$ cat src/rtl/fetch_queue.sv
// Instruction prefetch buffer between the unified memory and IF/ID, with PC-redirect flush and halt stop.
// Optional FETCHQ_BYPASS_EN forwards a returning word straight to decode when the queue is empty.
module fetch_queue #(
  parameter int unsigned       DEPTH    = 4,
  parameter int unsigned       ADDR_W   = 32,
  parameter logic [ADDR_W-1:0] RESET_PC = '0
) (
  input  logic                       clk,
  input  logic                       pc_rst_n,
  output logic                       imem_req,
  output logic [ADDR_W-1:0]          imem_addr,
  input  logic                       imem_gnt,
  input  logic                       imem_rvalid,
  input  logic [31:0]                imem_rdata,
  input  logic                       redirect,
  input  logic [ADDR_W-1:0]          redirect_pc,
  input  logic                       deq_ready,
  output logic                       deq_valid,
  output logic [31:0]                deq_instr,
  output logic [ADDR_W-1:0]          deq_pcp4,
  output logic [$clog2(DEPTH+1)-1:0] count,
  output logic                       halted
);

  localparam int unsigned PtrW     = $clog2(DEPTH);
  localparam int unsigned CntW     = $clog2(DEPTH+1);
  localparam logic [31:0] HaltWord = 32'hfc000000;

  logic [31:0]       instr_q [DEPTH];
  logic [ADDR_W-1:0] pcp4_q  [DEPTH];
  logic [PtrW-1:0]   rd_ptr_q, wr_ptr_q;
  logic [CntW-1:0]   count_q;
  logic [ADDR_W-1:0] fpc_q, inflight_pcp4_q;
  logic              outstanding_q, drop_q, stop_q, halted_q;

  logic gnt_fire, rv, rv_keep, bypass, push, pop, deq_fire;

  // Requests only when nothing is in flight, so a free slot is always reserved for the reply.
  assign imem_req  = pc_rst_n & ~stop_q & ~outstanding_q & (count_q < CntW'(DEPTH));
  assign imem_addr = fpc_q;

  assign gnt_fire = imem_req & imem_gnt;
  assign rv       = imem_rvalid & outstanding_q;
  assign rv_keep  = rv & ~drop_q & ~redirect;

`ifdef FETCHQ_BYPASS_EN
  assign bypass    = rv_keep & (count_q == '0) & deq_ready;
  assign deq_valid = (count_q != '0) | bypass;
  assign deq_instr = bypass ? imem_rdata : instr_q[rd_ptr_q];
  assign deq_pcp4  = bypass ? inflight_pcp4_q : pcp4_q[rd_ptr_q];
`else
  assign bypass    = 1'b0;
  assign deq_valid = (count_q != '0);
  assign deq_instr = instr_q[rd_ptr_q];
  assign deq_pcp4  = pcp4_q[rd_ptr_q];
`endif

  assign push     = rv_keep & ~bypass;
  assign pop      = (count_q != '0) & deq_ready;
  assign deq_fire = deq_valid & deq_ready;

  assign count  = count_q;
  assign halted = halted_q;

  always_ff @(posedge clk or negedge pc_rst_n) begin
    if (!pc_rst_n) begin
      for (int unsigned i = 0; i < DEPTH; i++) begin
        instr_q[i] <= '0;
        pcp4_q[i]  <= '0;
      end
      rd_ptr_q        <= '0;
      wr_ptr_q        <= '0;
      count_q         <= '0;
      fpc_q           <= RESET_PC;
      inflight_pcp4_q <= '0;
      outstanding_q   <= 1'b0;
      drop_q          <= 1'b0;
      stop_q          <= 1'b0;
      halted_q        <= 1'b0;
    end else begin
      if (deq_fire && deq_instr == HaltWord) begin
        halted_q <= 1'b1;
      end
      if (redirect) begin
        rd_ptr_q <= '0;
        wr_ptr_q <= '0;
        count_q  <= '0;
        fpc_q    <= redirect_pc;
        stop_q   <= 1'b0;
        // A request granted this cycle still returns a wrong-path word that must be skipped.
        drop_q        <= gnt_fire | (outstanding_q & ~imem_rvalid);
        outstanding_q <= gnt_fire | (outstanding_q & ~imem_rvalid);
      end else begin
        if (gnt_fire) begin
          outstanding_q   <= 1'b1;
          fpc_q           <= fpc_q + ADDR_W'(4);
          inflight_pcp4_q <= fpc_q + ADDR_W'(4);
        end else if (rv) begin
          outstanding_q <= 1'b0;
        end
        if (rv && drop_q) begin
          drop_q <= 1'b0;
        end
        if (rv_keep && imem_rdata == HaltWord) begin
          stop_q <= 1'b1;
        end
        if (push) begin
          instr_q[wr_ptr_q] <= imem_rdata;
          pcp4_q[wr_ptr_q]  <= inflight_pcp4_q;
          wr_ptr_q          <= wr_ptr_q + PtrW'(1);
        end
        if (pop) begin
          rd_ptr_q <= rd_ptr_q + PtrW'(1);
        end
        count_q <= count_q + CntW'(push) - CntW'(pop);
      end
    end
  end

endmodule
$ cat config.mk
export PLATFORM = sky130hd
export DESIGN_NAME = fetch_queue
export DESIGN_NICKNAME = d
export VERILOG_FILES = /design/src/rtl/fetch_queue.sv
export SDC_FILE = /design/constraint.sdc
export NUM_CORES = 1
export LEC_CHECK = 0
export ABC_AREA = 1
export CORE_ASPECT_RATIO = 0.5
export CORE_MARGIN = 8
export CORE_UTILIZATION = 53
export CTS_BUF_LIST = sky130_fd_sc_hd__clkbuf_8
export DETAILED_ROUTE_END_ITERATION = 16
export GPL_ROUTABILITY_DRIVEN = 0
export PLACE_DENSITY = 0.82
export SYNTH_ARGS = -nofsm -noshare
export SYNTH_HDL_FRONTEND = slang
export SYNTH_SLANG_ARGS = --single-unit
$ cat constraint.sdc
create_clock -name clk -period 1.9 [get_ports clk]
set_input_delay 0.19 -clock clk [delete_from_list [all_inputs] [get_ports clk]]
set_output_delay 0.19 -clock clk [all_outputs]
set_load 0.02 [all_outputs]
==> results of run 1 <==
==> timing repair <==
item	in CTS	in global routing
pin swaps	23	41
hold endpoints to repair	49	0
buffers inserted	12	20
cloned	7	24
endpoints found under the setup margin	81	297
gates resized for setup	473	269
hold buffers	2	0
==> layout make-up <==
| type | count | area [um^2] | share of cell area (%) |
|---|---|---|---|
| clock buffers | 63 | 867.1 | 4.039 |
| clock inverters | 24 | 158.9 | 0.7402 |
| repair inverters | 1 | 8.758 | 0.04080 |
| well taps | 391 | 489.2 | 2.279 |
| repair buffers | 324 | 3817 | 17.78 |
| multi-input cells | 1067 | 7433 | 34.63 |
| flip-flops and latches | 331 | 8292 | 38.63 |
| inverters | 100 | 397.9 | 1.853 |
| diodes | 1 | 2.502 | 0.01166 |
==> layout by cell type, fill, tap and decap left out, types with 6 or more instances in the layout <==
cell	count
buf_12	38
buf_4	99
buf_6	45
buf_8	6
clkbuf_16	19
clkbuf_8	63
clkdlybuf4s50_1	78
dfrtp_1	326
dlygate4sd2_1	14
dlymetal6s2s_1	12
inv_1	97
inv_2	13
mux2_1	23
mux2_2	128
mux2_4	85
nand2_1	344
nand2_2	53
nand2_4	9
nand3_1	69
nand3_2	34
nor2_1	102
nor2_2	9
nor2_4	13
nor3_1	8
nor4_1	6
o211ai_1	9
o21ai_0	37
o21ai_1	40
o21ai_2	23
o22ai_1	14
o22ai_2	18
xor2_1	12
==> report_power, final <==
part	internal, mW	switching [mW]	total, mW
clock	3.24	2.92	6.17
sequential	8.60	1.49	10.1
combinational	5.63	6.48	12.1
==> layer usage <==
metal	vias up	part of all wire [%]
met5	-	0.025
met4	2	5.3
met3	237	8.7
met2	738	48
met1	6747	38
li1	5824	-
==> cells in the mapped netlist <==
library cell	number	area [um^2]
a21boi_0	2	15.01
a21oi_1	4	20.02
buf_1	2	7.510
buf_2	21	105.1
buf_4	30	225.2
clkbuf_1	29	108.9
clkinv_1	1	3.750
dfrtp_1	331	8283
fa_1	1	20.02
ha_1	7	87.58
inv_1	95	356.6
inv_2	4	15.01
mux2_1	29	326.6
mux2_2	207	2331
nand2_1	406	1524
nand3_1	103	515.5
nand3b_1	4	30.03
nand4_1	5	31.28
nor2_1	118	442.9
nor2_2	1	6.260
nor2_4	5	56.30
nor3_1	8	40.04
nor3_2	2	20.02
nor4_1	6	37.54
o211ai_1	9	67.56
o21ai_0	82	410.4
o21ai_1	19	95.09
o21bai_1	3	22.52
o22ai_1	32	200.2
or2_2	1	6.260
xnor2_1	1	8.760
xor2_1	12	105.1
==> cell families after synthesis <==
kind of cell	after synthesis
AND/OR/NAND/NOR	659
XOR/XNOR	13
flip-flops	331
AO/OA/AOI/OAI	151
adder cells (fa/ha/maj)	8
buffers and inverters	182
multiplexers	236
==> sequential cells by signal (all words and copies together), names as in the netlist <==
signal / cells
halted: 1
inflight_pcp4_q: 32
wr_ptr_q: 2
count: 3
imem_addr: 32
pcp4_q: 128
stop_q: 1
drop_q: 1
rd_ptr_q: 2
outstanding_q: 1
instr_q: 128
==> per-stage QoR <==
stage	TNS (ns)	total power [mW]	hold WS, ns
5_1_grt	-27.88	29.57	0.1468
3_5_place_dp	-63.82	19.54	0.1887
2_1_floorplan	-0.02761	14.81	-0.1056
6_report	-17.91	28.37	0.1615
4_1_cts	-13.72	26.48	0.1423
3_3_place_gp	-54.93	19.25	0.1887
==> worst max path at each step <==
stage | to | slack, ns | depth (start not counted)
3_3_place_gp | count[2] | -0.38 | 13
6_report | deq_pcp4[24] | -0.33 | 6
4_1_cts | deq_pcp4[13] | -0.27 | 6
5_1_grt | deq_pcp4[24] | -0.38 | 6
3_5_place_dp | count[2] | -0.40 | 13
2_1_floorplan | count[2] | -0.03 | 12
==> worst min-delay path, cell delays in order <==
cell,delay [ns]
clkdlybuf4s50_1,0.39
nand2_1,0.06
nand3_1,0.07
==> impl_metrics.json, run 1 <==
{
  "outcome": "finished with violations",
  "violations": "setup timing",
  "rr_worst_depth": 11,
  "min_from": "redirect_pc[14]",
  "antenna_found_initial": 2,
  "setup.worst_path.class": "flop to output pin",
  "dp_hpwl_mm": 27.54,
  "routedWlPerCell_um": 22.97,
  "yosys_warnings": 0,
  "grt_util_met1_pct": 30.43,
  "fin_ws_ns": -0.3323,
  "synthAdderAreaFrac_pct": 0.6931,
  "cts_root_buf": "clkbuf_8",
  "fin_util_pct": 74.27,
  "drc_errors": 0,
  "endpoint_kind": "output pin",
  "grt_util_met2_pct": 41.14,
  "dp_cells": 2154,
  "postSynthNetCount": 1658,
  "rrSetupSlack_ns": -0.08,
  "grt_pass1_vias": 12880,
  "rsz0062_at_grt": "yes",
  "rows": 44,
  "layout.nets": 1951,
  "fmax_mhz": 448.0,
  "synth_top_family_by_area": "simple AND/OR/NAND/NOR gates",
  "cpPeakStageDelay_ns": 0.56,
  "grt.busiest_layer": "met2",
  "syn2layout_area_growth_pct": 38.27,
  "crit_arrival_ns": 2.04,
  "finalSetupViolCount": 158,
  "hold_depth": 3,
  "worst_setup_path_start_kind": "flop",
  "place_ws_ns": -0.4018,
  "hold_viol": 0,
  "vias": 13550,
  "cts_buffers": 48,
  "path_buf_inv": 4,
  "layout.cells.non_filler": 2302,
  "crit_slowest_cell": "dfrtp_4",
  "io-pin-count": 172,
  "maxCapViolations": 0,
  "skew_ns": 0.02413,
  "clock_sinks": 331,
  "synth-simple-area-share_pct": 17.46,
  "slew_headroom_pct": 48.43,
  "p_leak_nw": 10.59,
  "worstReg2RegEnd": "pcp4_q[55]",
  "dr.pass1.iters": 5,
  "required_ns": 1.71,
  "slew_viol_final": 0,
  "port_buffers": 171,
  "hold_end": "imem_addr[14]",
  "synth_xor_area_share_pct": 0.7334,
  "syn_area_um2": 15520,
  "grt_start_max_net_pins": 117,
  "gr-total-overflow": 0,
  "fillCellCount": 1735,
  "met3_usage_pct": 5.743,
  "grt_pass1_wl_mm": 69.33,
  "dieHeight_um": 137.0,
  "final_cell_area_um2": 21470,
  "ant_nets": 0,
  "drive_gt1_share_pct": 36.23,
  "synth_cells": 1580,
  "hp-class": "input port to flop",
  "clk_pin_slew_ns": 0.07,
  "ir_worst_vdd_uv": 837.7,
  "synth_seq_cells": 331,
  "start_util_pct": 53.71,
  "worstPathCellList": "inv_6 > buf_12 > buf_6 > nor2_1 > o22ai_1 > buf_4",
  "placed_area_um2": 18310,
  "crit_family": "buffers and inverters",
  "cts_tree": "done",
  "r2r_start": "outstanding_q",
  "tightestPinTransition_ns": 0.7735,
  "yosysUniqueCellTypes": 32,
  "ys_seq_area_share_pct": 53.35,
  "die-area_um2": 35360,
  "die_w_um": 258.0,
  "routed_via_density": 5.885,
  "synth_compound_area_share_pct": 5.351,
  "groute.usage.overall_pct": 24.40,
  "finalCriticalPeriod_ns": 2.232,
  "wl_mm": 52.88,
  "cts_buffer_depth": 3,
  "power.density_nw_per_um2": 1321,
  "htree_levels": 2,
  "coreArea_um2": 28900,
  "drtIter0Drc": 1109,
  "synth_mux_area_share_pct": 17.12,
  "fin_crit_sh_pct": 117.5,
  "cp_max_fo": 18,
  "clock_latency_ns": 0.60,
  "critPathLaunch": "rd_ptr_q[0]",
  "postSynthAreaPerCell_um2": 9.826
}
Power figures use the tool's default switching activity.
==> run 2, diff against run 1 <==
Settings changed: CORE_ASPECT_RATIO 0.5 to 0.9, CTS_CLUSTER_SIZE from default to 30.
==> impl_metrics.json, run 2 (synthesis results as in run 1) <==
{
  "clk_pin_slew_ns": 0.07,
  "slew_viol_final": 0,
  "fin_crit_sh_pct": 121.5,
  "p_leak_nw": 10.80,
  "start_util_pct": 53.79,
  "vias": 14120,
  "holdWs_ns": 0.1448,
  "fmax_mhz": 433.3,
  "endpoint_kind": "output pin",
  "hp-class": "input port to flop",
  "rsz0062_at_grt": "yes",
  "hold_viol": 0,
  "dp_hpwl_mm": 28.17,
  "largestRegisters": "instr_q x128, pcp4_q x128",
  "ant_nets": 0,
  "syn2layout_area_growth_pct": 40.49,
  "cts_buffers": 52,
  "groute.usage.overall_pct": 24.86,
  "outcome": "finished with violations",
  "drive_gt1_share_pct": 40.69,
  "grt_pass1_vias": 13470,
  "setup_tns_ns": -18.33,
  "dieHeight_um": 178.4,
  "gr-total-overflow": 0,
  "tightestPinTransition_ns": 1.127,
  "required_ns": 1.71,
  "htree_levels": 2,
  "worst_setup_path_start_kind": "flop",
  "routedWlPerCell_um": 23.06,
  "maxCapViolations": 0,
  "dr.pass1.iters": 7,
  "coreArea_um2": 28860,
  "final_cell_area_um2": 21810,
  "drc_errors": 0,
  "finalCriticalPeriod_ns": 2.308,
  "io-pin-count": 172,
  "fin_ws_ns": -0.4080,
  "dp_cells": 2181,
  "rows": 59,
  "finalSetupViolCount": 137,
  "crit_arrival_ns": 2.12,
  "setup.worst_path.class": "flop to output pin",
  "routed_via_density": 6.020,
  "port_buffers": 171,
  "cts_tree": "done",
  "violations": "setup timing",
  "clock_sinks": 331,
  "fillCellCount": 1574,
  "grt_pass1_wl_mm": 70.10,
  "layout.cells.non_filler": 2345,
  "antenna_cells": 0,
  "grt_start_max_net_pins": 218,
  "slew_headroom_pct": 24.86,
  "cts_buffer_depth": 3,
  "final_common_cell": "nand2_1",
  "fin_util_pct": 75.56,
  "skew_ns": 0.04558,
  "ir_worst_vdd_uv": 935.1,
  "die-area_um2": 35030,
  "clock_latency_ns": 0.61,
  "wl_mm": 54.09,
  "layout.nets": 1990,
  "cts_root_buf": "clkbuf_8",
  "drtIter0Drc": 1211,
  "power.density_nw_per_um2": 1361,
  "placed_area_um2": 18470,
  "final_cell_mix": "nand2_1 (333), dfrtp_1 (326), mux2_2 (179), buf_4 (117), inv_1 (95)",
  "antenna_found_initial": 0,
  "die_w_um": 196.4,
  "cp_max_fo": 7
}
[run 2: report_power, final]
part / switching [mW] / internal, mW / total [mW] / leakage [nW]
Clock: 2.90 / 2.99 / 5.89 / 0.588
Sequential: 1.51 / 8.60 / 10.1 / 4.33
Combinational: 7.17 / 6.51 / 13.7 / 5.88
[run 2: area by class of cell]
class / count / area (um^2) / area share, %
Multi-Input combinational cell: 1067 / 7525 / 34.50
Clock inverter: 28 / 121.4 / 0.5564
Clock buffer: 63 / 867.1 / 3.975
Tap cell: 396 / 495.5 / 2.272
Inverter: 100 / 397.9 / 1.824
Timing Repair Buffer: 360 / 4113 / 18.86
Sequential cell: 331 / 8292 / 38.02
[run 2: worst paths after layout]
path | start | slack [ns] | depth (start not counted) | end
max reg2reg | rd_ptr_q[0] | -0.24 | 14 | halted
min | redirect | 0.14 | 5 | stop_q
min in group asynchronous | pc_rst_n | 0.40 | 3 | instr_q[83]
max in group asynchronous | pc_rst_n | 0.42 | 3 | rd_ptr_q[0]
min reg2reg | halted | 0.46 | 2 | halted
max | rd_ptr_q[0] | -0.41 | 7 | deq_pcp4[18]
[run 2: what timing repair did]
item,4_1_cts,5_1_grt
gates resized for setup,443,357
gates cloned,3,25
setup buffers,17,28
endpoints found under the setup margin,78,446
hold endpoints to repair,262,0
pin swaps,34,62
hold buffers,1,0
[run 2: metal layers]
layer / part of all wire [%] / vias to the layer above / global-route usage (%) / routed length, um
li1: - / 5912 / - / -
met1: 37 / 7010 / 32.50 / 20250
met2: 47 / 953 / 40.20 / 25650
met3: 10 / 242 / 4.828 / 5387
met4: 5.2 / 0 / 10.67 / 2795
met5: 0 / - / 0 / 0
[run 2: worst max-delay path, cell delays in order (launching register included)]
cell and delay [ns]:
dfrtp_4 0.56, clkinv_8 0.14, buf_12 0.13, buf_16 0.12, nor2_1 0.05, o22ai_1 0.25, buf_4 0.19, buf_6 0.11
[run 2: stage by stage]
| stage | total power, mW | setup slack [ns] |
|---|---|---|
| 2_1_floorplan | 14.81 | -0.02761 |
| 3_3_place_gp | 19.70 | -0.4639 |
| 3_5_place_dp | 20.07 | -0.5040 |
| 4_1_cts | 26.57 | -0.3264 |
| 5_1_grt | 30.82 | -0.4171 |
| 6_report | 29.68 | -0.4080 |
